[src/rtl/tournament_select_pkg.sv]
// Shared constants, FSM state type and LFSR step function for the tournament
// selection stage and its neighbours.
package tournament_select_pkg;

    localparam int POP_SIZE        = 50;
    localparam int IDX_WIDTH       = 8;
    localparam int SELF_FIT_LENGTH = 10;
    localparam int CAND_WIDTH      = 6;

    localparam logic [15:0] LFSR_SEED = 16'hACE1;
    // Feedback taps 16,14,13,11 expressed as state bit positions 15,13,12,10.
    localparam logic [15:0] LFSR_TAPS = 16'hB400;

    localparam logic [IDX_WIDTH-1:0]  POP_IDX  = IDX_WIDTH'(POP_SIZE);
    localparam logic [CAND_WIDTH-1:0] POP_CAND = CAND_WIDTH'(POP_SIZE);

    typedef enum logic [2:0] {
        COLLECT = 3'd0,
        IDLE    = 3'd1,
        PICK_A  = 3'd2,
        PICK_B  = 3'd3,
        COMPARE = 3'd4,
        OUT     = 3'd5
    } sel_state_t;

    function automatic logic [15:0] lfsr16_next(input logic [15:0] s);
        lfsr16_next = {s[14:0], ^(s & LFSR_TAPS)};
    endfunction

endpackage

[src/rtl/tournament_select_lfsr16.sv]
// 16-bit Fibonacci LFSR that steps once per enabled cycle; also used by the
// mutation stage for its own random draws.
module lfsr16
    import tournament_select_pkg::*;
#(
    parameter logic [15:0] SEED = LFSR_SEED
) (
    input  logic        clk_i,
    input  logic        rst_n,
    input  logic        en_i,
    output logic [15:0] state_o
);

    logic [15:0] r_state;

    // Shift register; a zero seed would lock the sequence, so SEED must be non-zero.
    always_ff @(posedge clk_i or negedge rst_n) begin
        if (!rst_n) begin
            r_state <= SEED;
        end else if (en_i) begin
            r_state <= lfsr16_next(r_state);
        end
    end

    assign state_o = r_state;

endmodule

[src/rtl/tournament_select.sv]
// Collects per-individual energies, tracks the generation minimum and serves
// binary-tournament parent selections once the population is complete.
module tournament_select
    import tournament_select_pkg::*;
(
    input  logic                       clk_i,
    input  logic                       rst_n,
    input  logic                       in_valid_i,
    input  logic [IDX_WIDTH-1:0]       ind_idx_i,
    input  logic [SELF_FIT_LENGTH-1:0] total_energy_i,
    input  logic                       new_gen_i,
    input  logic                       sel_req_i,
    output logic                       ready_ff_o,
    output logic                       sel_busy_ff_o,
    output logic                       sel_valid_ff_o,
    output logic [IDX_WIDTH-1:0]       sel_idx_ff_o,
    output logic [SELF_FIT_LENGTH-1:0] sel_energy_ff_o,
    output logic [IDX_WIDTH-1:0]       best_idx_ff_o,
    output logic [SELF_FIT_LENGTH-1:0] best_energy_ff_o,
    output logic [IDX_WIDTH-1:0]       wr_count_ff_o
);

    sel_state_t                 r_state;
    logic [SELF_FIT_LENGTH-1:0] r_mem [POP_SIZE];
    logic [CAND_WIDTH-1:0]      r_cand_a;
    logic [CAND_WIDTH-1:0]      r_cand_b;
    logic                       r_ready;
    logic                       r_busy;
    logic                       r_sel_valid;
    logic [IDX_WIDTH-1:0]       r_sel_idx;
    logic [SELF_FIT_LENGTH-1:0] r_sel_energy;
    logic [IDX_WIDTH-1:0]       r_best_idx;
    logic [SELF_FIT_LENGTH-1:0] r_best_energy;
    logic [IDX_WIDTH-1:0]       r_wr_count;

    logic [15:0]                w_lfsr;
    logic [CAND_WIDTH-1:0]      w_cand;
    logic [CAND_WIDTH-1:0]      w_wr_slot;
    logic                       w_cand_ok;
    logic                       w_wr_accept;
    logic                       w_lfsr_en;
    logic                       w_unused_lfsr;
    logic [SELF_FIT_LENGTH-1:0] w_energy_a;
    logic [SELF_FIT_LENGTH-1:0] w_energy_b;

    assign w_wr_accept   = in_valid_i && !new_gen_i && (ind_idx_i < POP_IDX);
    assign w_wr_slot     = ind_idx_i[CAND_WIDTH-1:0];
    assign w_lfsr_en     = (r_state == PICK_A) || (r_state == PICK_B);
    assign w_cand        = w_lfsr[CAND_WIDTH-1:0];
    assign w_cand_ok     = (w_cand < POP_CAND);
    assign w_unused_lfsr = ^w_lfsr[15:CAND_WIDTH];

    lfsr16 #(
        .SEED    (LFSR_SEED)
    ) u_lfsr (
        .clk_i   (clk_i),
        .rst_n   (rst_n),
        .en_i    (w_lfsr_en),
        .state_o (w_lfsr)
    );

    // A write landing on a candidate in the COMPARE cycle is forwarded so the
    // tournament sees the freshest energy.
    assign w_energy_a = (w_wr_accept && (w_wr_slot == r_cand_a)) ? total_energy_i : r_mem[r_cand_a];
    assign w_energy_b = (w_wr_accept && (w_wr_slot == r_cand_b)) ? total_energy_i : r_mem[r_cand_b];

    // Fitness register file.
    always_ff @(posedge clk_i or negedge rst_n) begin
        if (!rst_n) begin
            for (int i = 0; i < POP_SIZE; i++) begin
                r_mem[i] <= '0;
            end
        end else if (w_wr_accept) begin
            r_mem[w_wr_slot] <= total_energy_i;
        end
    end

    // Collection count, best tracker and tournament sequencing.
    always_ff @(posedge clk_i or negedge rst_n) begin
        if (!rst_n) begin
            r_state       <= COLLECT;
            r_cand_a      <= '0;
            r_cand_b      <= '0;
            r_ready       <= 1'b0;
            r_busy        <= 1'b0;
            r_sel_valid   <= 1'b0;
            r_sel_idx     <= '0;
            r_sel_energy  <= '0;
            r_best_idx    <= '0;
            r_best_energy <= '1;
            r_wr_count    <= '0;
        end else if (new_gen_i) begin
            r_state       <= COLLECT;
            r_ready       <= 1'b0;
            r_busy        <= 1'b0;
            r_sel_valid   <= 1'b0;
            r_best_idx    <= '0;
            r_best_energy <= '1;
            r_wr_count    <= '0;
        end else begin
            r_sel_valid <= 1'b0;
            // Strict compare keeps the earlier index on ties.
            if (w_wr_accept && (total_energy_i < r_best_energy)) begin
                r_best_idx    <= ind_idx_i;
                r_best_energy <= total_energy_i;
            end
            case (r_state)
                COLLECT: begin
                    if (w_wr_accept) begin
                        r_wr_count <= r_wr_count + IDX_WIDTH'(1);
                        if (r_wr_count == (POP_IDX - IDX_WIDTH'(1))) begin
                            r_state <= IDLE;
                            r_ready <= 1'b1;
                        end
                    end
                end
                IDLE: begin
                    if (sel_req_i) begin
                        r_state <= PICK_A;
                        r_busy  <= 1'b1;
                    end
                end
                PICK_A: begin
                    if (w_cand_ok) begin
                        r_cand_a <= w_cand;
                        r_state  <= PICK_B;
                    end
                end
                PICK_B: begin
                    if (w_cand_ok) begin
                        r_cand_b <= w_cand;
                        r_state  <= COMPARE;
                    end
                end
                COMPARE: begin
                    if (w_energy_b < w_energy_a) begin
                        r_sel_idx    <= IDX_WIDTH'(r_cand_b);
                        r_sel_energy <= w_energy_b;
                    end else begin
                        r_sel_idx    <= IDX_WIDTH'(r_cand_a);
                        r_sel_energy <= w_energy_a;
                    end
                    r_state <= OUT;
                end
                OUT: begin
                    r_sel_valid <= 1'b1;
                    r_busy      <= 1'b0;
                    r_state     <= IDLE;
                end
                default: begin
                    r_state <= COLLECT;
                    r_busy  <= 1'b0;
                    r_ready <= 1'b0;
                end
            endcase
        end
    end

    assign ready_ff_o       = r_ready;
    assign sel_busy_ff_o    = r_busy;
    assign sel_valid_ff_o   = r_sel_valid;
    assign sel_idx_ff_o     = r_sel_idx;
    assign sel_energy_ff_o  = r_sel_energy;
    assign best_idx_ff_o    = r_best_idx;
    assign best_energy_ff_o = r_best_energy;
    assign wr_count_ff_o    = r_wr_count;

endmodule

[config.mk]
export PLATFORM = sky130hd
export DESIGN_NAME = tournament_select
export DESIGN_NICKNAME = d
export VERILOG_FILES = /design/src/rtl/tournament_select_pkg.sv /design/src/rtl/tournament_select_lfsr16.sv /design/src/rtl/tournament_select.sv
export SDC_FILE = /design/constraint.sdc
export NUM_CORES = 1
export LEC_CHECK = 0
export CORE_UTILIZATION = 60
export CTS_CLUSTER_DIAMETER = 60
export DETAILED_ROUTE_END_ITERATION = 7
export DONT_BUFFER_PORTS = 1
export PLACE_DENSITY = 0.78
export SYNTH_ARGS = -nofsm -noshare
export SYNTH_HDL_FRONTEND = slang
export SYNTH_SLANG_ARGS = --single-unit
[constraint.sdc]
create_clock -name clk_i -period 5.9 [get_ports clk_i]
set_input_delay 0.885 -clock clk_i [delete_from_list [all_inputs] [get_ports clk_i]]
set_output_delay 0.885 -clock clk_i [all_outputs]
set_load 0.05 [all_outputs]
Yosys cells after proc, flatten, opt, wreduce, memory -nomap -nowiden
Cells that the tools add are included.
- bits in latches: 0
- register bits: 578
- memories kept: 0
- bits in writable memories: 0
- bits in read-only memories: 0
- output and inout port bits: 47
- logic and storage cells: 148
- input bits: 23
- multiplexer cells: 36
- shift-type cells: 0
- order comparisons: 8
- eq/ne operators: 15
- $mul: 0
- $add $sub $neg: 1
- div/mod/pow operators: 0
- reduce and logical (&&, ||, !) cells: 22
- bitwise logic cells: 4
- operators by type and width (cell ; number):
    $bwmux 500 ; 1
    $bmux 10 s6 ; 2
    $mux 10 ; 10
    $demux 10 s6 ; 1
    $mux 8 ; 5
    $ge 7x7->1 const B ; 3
    $not 6->7 ; 3
    $lt 10x10->1 ; 2
    $mux 3 ; 6
    $pmux 3 s6 ; 1
    $reduce_xor 16->1 ; 1
    $ne 3x3->1 const B ; 5
    $eq 6x6->1 ; 2
    $reduce_and 3->1 ; 3
    $add 8x1->8 const B ; 1
    $eq 8x6->1 const B ; 1
    $lt 8x6->1 const B ; 1
    $lt 7x1->1 const B ; 1
    $mux 1 ; 7
    $eq 3x2->1 const B ; 2
    $eq 3x3->1 const B ; 2
    $logic_and 1x1->1 ; 6
    $lt 6x6->1 const B ; 1
    $mux 6 ; 1
    12 further kinds ; 18

Longest topological paths before layout
- depth after elaboration: 7
- gate-level depth with buffers: 24
- gate-level depth less buffers: 18

By module
Synthesis repeated with hierarchy kept, for this count alone.
- cell total of the unflattened synthesis: 2425
- area total of the unflattened synthesis: 31666.6 µm²
- modules (own cells, without submodules) (module ; area an instance (µm²) ; seq. area each (µm²) ; cells each ; instances):
    tournament_select ; 30991.0 ; 14026.0 ; 2387 ; 1
    lfsr16 ; 675.6 ; 410.4 ; 38 ; 1

Worst setup path before layout
OpenSTA, ideal clock, no wires.
- kind: input -> register
- start: input ind_idx_i[7]
- end: register r_sel_idx[3] (netlist: sel_idx_ff_o[3])
- buffers on the path: 3
- required time: 5.763 ns
- stages on the path: 17
- slack: 1.876 ns
- library setup time: 0.137 ns
- arrival: 3.887 ns
- path through: nor4b_1 > nand2_1 > nor4_1 > buf_2 > buf_1 > a21oi_1 > ha_1 > a21o_1 > a21o_1 > a21oi_1 > o21ai_0 > nand3_1 > nand2_1 > or2_1 > buf_4 > mux2i_1 > a21oi_1
- longest elaborated chain between the ends: 6
- elaborated cells on any way between the ends: 8
- classes of those cells: order compare (2); mux (3); reduce/logical (3)
- RTL lines (element ; line ; source):
    from (decl) ; tournament_select.sv:9 ; input logic [IDX_WIDTH-1:0] ind_idx_i,
    $lt 8x6->1 (*) ; tournament_select.sv:46 ; assign w_wr_accept = in_valid_i && !new_gen_i && (ind_idx_i < POP_IDX);
    $logic_and 1x1->1 (*) ; tournament_select.sv:46 ;
    $logic_and 1x1->1 (on tied branches) ; tournament_select.sv:65, tournament_select.sv:64 ;
    $mux 10 (on tied branches) ; tournament_select.sv:65, tournament_select.sv:64 ;
    $lt 10x10->1 (*) ; tournament_select.sv:136 ; if (w_energy_b < w_energy_a) begin
    $mux 6 (*) ; tournament_select.sv:136 ;
    to (signal assigned) ; tournament_select.sv:137 ; r_sel_idx <= IDX_WIDTH'(r_cand_b);
    to (signal assigned) ; tournament_select.sv:140 ; r_sel_idx <= IDX_WIDTH'(r_cand_a);
    to (decl) ; tournament_select.sv:30 ; logic [IDX_WIDTH-1:0] r_sel_idx;
Every way passes the cells marked *; elsewhere a longest branch is shown, timed or not.
A chain may end at the register's enable or synchronous reset.

Worst setup path in the final report
- start: register r_cand_b[0]
- end: register r_sel_idx[5] (netlist: sel_idx_ff_o[5])
- longest elaborated chain between the ends: 7
- elaborated cells on any way between the ends: 9
- classes of those cells: order compare (1); eq/ne (1); mux (5); bitwise (1); reduce/logical (1)
- RTL lines (element ; line ; source):
    from (decl) ; tournament_select.sv:26 ; logic [CAND_WIDTH-1:0] r_cand_b;
    from (signal assigned) ; tournament_select.sv:131 ; r_cand_b <= w_cand;
    $not 6->7 (not written as such) ; tournament_select.sv:65 ; assign w_energy_b = (w_wr_accept && (w_wr_slot == r_cand_b)) ? total_energy_i : r_mem[r_cand_b];
    $bmux 10 s6 ; tournament_select.sv:65 ;
    $mux 10 (not written as such) (2 in a row) ; tournament_select.sv:65 ;
    $mux 10 (*) ; tournament_select.sv:65 ;
    $lt 10x10->1 (*) ; tournament_select.sv:136 ;
    $mux 6 (*) ; tournament_select.sv:136 ;
Every way passes the cells marked *; elsewhere a longest branch is shown, timed or not. The select of a mux whose other input is x is not followed.

==> flow_metrics.env <==
export IMPL_status="complete, but fails checks"
export IMPL_violations="negative hold slack, max-slew violations"
export IMPL_portBuffers=0
export IMPL_clock_fmax_ghz=0.191
export IMPL_ir_drop_v=0.000258
export IMPL_drc_errors=0
export IMPL_p_leak_nw=15.5
export IMPL_synth_cell_types=66
export IMPL_async_flop_share=1.00
export IMPL_clock_sinks=576
export IMPL_worst_pin_slew_ps=2170
export IMPL_drive_gt1_frac=0.383
export IMPL_cts_root_buffer="clkbuf_16"
export IMPL_core_area_um2=51400
export IMPL_ys_seq_area_frac=0.461
export IMPL_synthFlopType="dfrtp_1"
export IMPL_pin_count=70
export IMPL_cts_buffers=61
export IMPL_period_needed_ps=5230
export IMPL_worstSetupStartpointType="flop"
export IMPL_r2r_worst_path_cells=18
export IMPL_powerDensity_nw_per_um2=396
export IMPL_synth_warnings=0
export IMPL_cts_tree="yes"
export IMPL_antenna_found_initial=0
export IMPL_viasPerCell=7.13
export IMPL_synthAdderAreaFrac=0.00799
export IMPL_cts_resized=0
export IMPL_slew_headroom=-0.448
export IMPL_fin_tns_setup_ps=0
export IMPL_post_drt_wl_per_cell_um=30.3
export IMPL_ant_nets=0
export IMPL_yosys_area_share_simple=0.0539
export IMPL_synth_xor_area_frac=0.00587
export IMPL_gr_total_overflow=0
export IMPL_rr_endpoint="sel_idx_ff_o[5]"
export IMPL_path_class="reg -> reg"
export IMPL_setup_slack_ps=670
export IMPL_fin_crit_sh=0.886
export IMPL_finalSetupViolCount=0
export IMPL_syn_area_um2=31300
export IMPL_final_util=0.663
export IMPL_gp_congestion=0.953
export IMPL_syn_inst=2363
export IMPL_synth_mux_area_frac=0.369
export IMPL_yosysTopAreaCell="dfrtp_1"
export IMPL_fp_dieArea_um2=53100
export IMPL_drtPass1Iterations=6
export IMPL_synth_compound_area_share=0.0640
export IMPL_die_h_um=230
export IMPL_clock_latency_ps=640
export IMPL_rows=83
export IMPL_synth_edf_count=0
export IMPL_synth_avg_cell_area_um2=13.3
export IMPL_crit_arrival_ps=5740
export IMPL_vias=21777
export IMPL_r2r_start="r_cand_b[0]"
export IMPL_required_ps=6410
export IMPL_end_kind="flop"
export IMPL_ys_seq_elements=576
export IMPL_dpl_hpwl_mm=59.2
export IMPL_die_x_um=230
export IMPL_grt_pass1_vias=21972
export IMPL_post_cts_setup_buffers=0
export IMPL_initial_utilization=0.609
export IMPL_finalHoldViolCount=73
export IMPL_dr_first_iter_drc_count=2894
export IMPL_slew_violations=300
export IMPL_yosys_top_cells_area="dfrtp_1 45%, mux2_2 17%, mux4_2 14%, mux2i_1 5.2%, o21ai_0 1.6%"
export IMPL_finalWirelength_mm=92.6
export IMPL_synth_top_family_by_area="multiplexers"
export IMPL_grt_usage=0.356
export IMPL_grt_max_degree=577
export IMPL_nets=2363
export IMPL_rsz0062_at_grt="false"
export IMPL_pre_cts_ws_ps=883
export IMPL_critPathMaxFanout=36
export IMPL_reg2reg_slack_ps=670
export IMPL_h_tree_depth=2
export IMPL_synth_top_area_frac=0.446
export IMPL_hold_class="in -> async"
export IMPL_path_clk_slew_ps=60
export IMPL_drv_cap=0
export IMPL_syn_to_final_growth_pct=8.90
export IMPL_grt_pass1_wl_mm=141
export IMPL_finClkSkew_ps=19.6
export IMPL_clockBufferDepth=3
export IMPL_fin_hold_ws_ps=-54.6
==> how the worst max path moves through the flow <==
stage	start	endpoint	slack, ps	depth (start not counted)
after global placement	r_cand_b[0]	sel_idx_ff_o[0]	910	17
after detailed placement	r_cand_b[0]	sel_idx_ff_o[3]	880	16
after global routing	r_cand_b[0]	sel_idx_ff_o[2]	450	18
final	r_cand_b[0]	sel_idx_ff_o[5]	670	18
after CTS	r_cand_b[0]	sel_idx_ff_o[3]	840	16
after floorplan	ind_idx_i[7]	sel_idx_ff_o[3]	1880	17
==> layout by cell type (no fill, tap or decap), types with 7 or more instances in the layout <==
cell	n
a211o_1	11
a211oi_1	7
a21o_1	7
a21oi_1	54
a221oi_1	35
a22oi_1	15
buf_4	87
bufinv_16	8
clkbuf_1	8
clkbuf_16	63
clkbuf_8	15
clkinv_2	13
dfrtp_1	551
dfstp_2	18
ha_1	20
inv_1	22
mux2_2	475
mux2i_1	163
mux4_1	11
mux4_2	191
nand2_1	136
nand2b_1	11
nand3_1	10
nand3b_1	7
nand4_1	11
nor2_1	122
nor2b_1	11
nor3_1	21
o211ai_1	10
o21ai_0	103
o221ai_1	21
o22ai_1	13
xnor2_1	13
xor2_1	8
==> layout make-up <==
class                      count  area [um^2]
fill                        3589        17300
timing repair buffer          93          773
inverter                      22         82.6
antenna                        1         2.50
sequential                   576        14500
clock inverter                30          395
tap                          680          851
multi-input combinational   1566        15700
clock buffer                  86         1810
==> logic make-up after synthesis <==
| group | count (synthesis) |
|---|---|
| muxes | 840 |
| DFF | 576 |
| and+or+nand+nor | 373 |
| AOI/OAI and AO/OA | 310 |
| buffers and inverters | 222 |
| xor gates and xnor gates | 21 |
| adders and majority gates | 20 |
| other | 1 |
==> power by group <==
group | switching, W | internal, W
clock network | 0.00167 | 0.00250
logic | 0.00271 | 0.00185
registers | 0.000610 | 0.00416
==> synth_stat cells, drive strengths merged (8+ instances only) <==
cell type  count
o211ai        10
dfrtp        558
mux2i        163
mux4         202
a221oi        35
dfstp         18
xor2           8
a22oi         15
o221ai        21
ha            20
buf           82
mux2         475
nand2        136
clkbuf       118
o21ai        110
a211o         11
nand3         10
nor2         125
nand4         11
nor3          23
a21oi         56
xnor2         13
nand2b        11
o22ai         13
inv           22
nor2b         12
==> per-layer routing <==
| layer | up-vias | global-route usage | part of all wire |
|---|---|---|---|
| met4 | 0 | 0.157 | 0.051 |
| met3 | 298 | 0.106 | 0.12 |
| met2 | 1351 | 0.527 | 0.44 |
| li1 | 8817 | - | - |
| met1 | 11311 | 0.491 | 0.39 |
| met5 | - | 0 | 0 |
==> critical path: stages (launching register included) <==
cell and delay [ps]:
dfrtp_4 950, buf_4 360, mux2i_1 100, a221oi_1 550
nor2_1 100, o21ai_0 440, mux2i_1 320, o21ai_1 190
nor2_1 60, a21oi_1 240, ha_1 220, nand4_1 110
nor2_1 180, o21ai_0 140, a31oi_1 190, or2_1 380
buf_4 240, mux2i_1 200, a21oi_1 90
==> stage by stage <==
stage / cell area, um^2 / instances / total power [W] / hold WS (ps)
2_1_floorplan: 31300 / 2364 / 0.00793 / 461
3_3_place_gp: 31900 / 2937 / 0.00922 / 475
3_5_place_dp: 31900 / 2937 / 0.00924 / 491
4_1_cts: 34100 / 3053 / 0.0134 / -61.4
5_1_grt: 34100 / 3053 / 0.0139 / -61.4
6_report: 34100 / 3054 / 0.0135 / -54.6
==> state kept, by name, summed over array words and instances, names as in the netlist, 3 cells and up <==
register and cells:
best_idx_ff_o 8, wr_count_ff_o 8, r_state 3, u_lfsr.state_o 16, r_mem 500, r_cand_a 6
sel_energy_ff_o 10, sel_idx_ff_o 6, r_cand_b 6, best_energy_ff_o 10
Note: power is estimated with default switching activity, not from simulation.
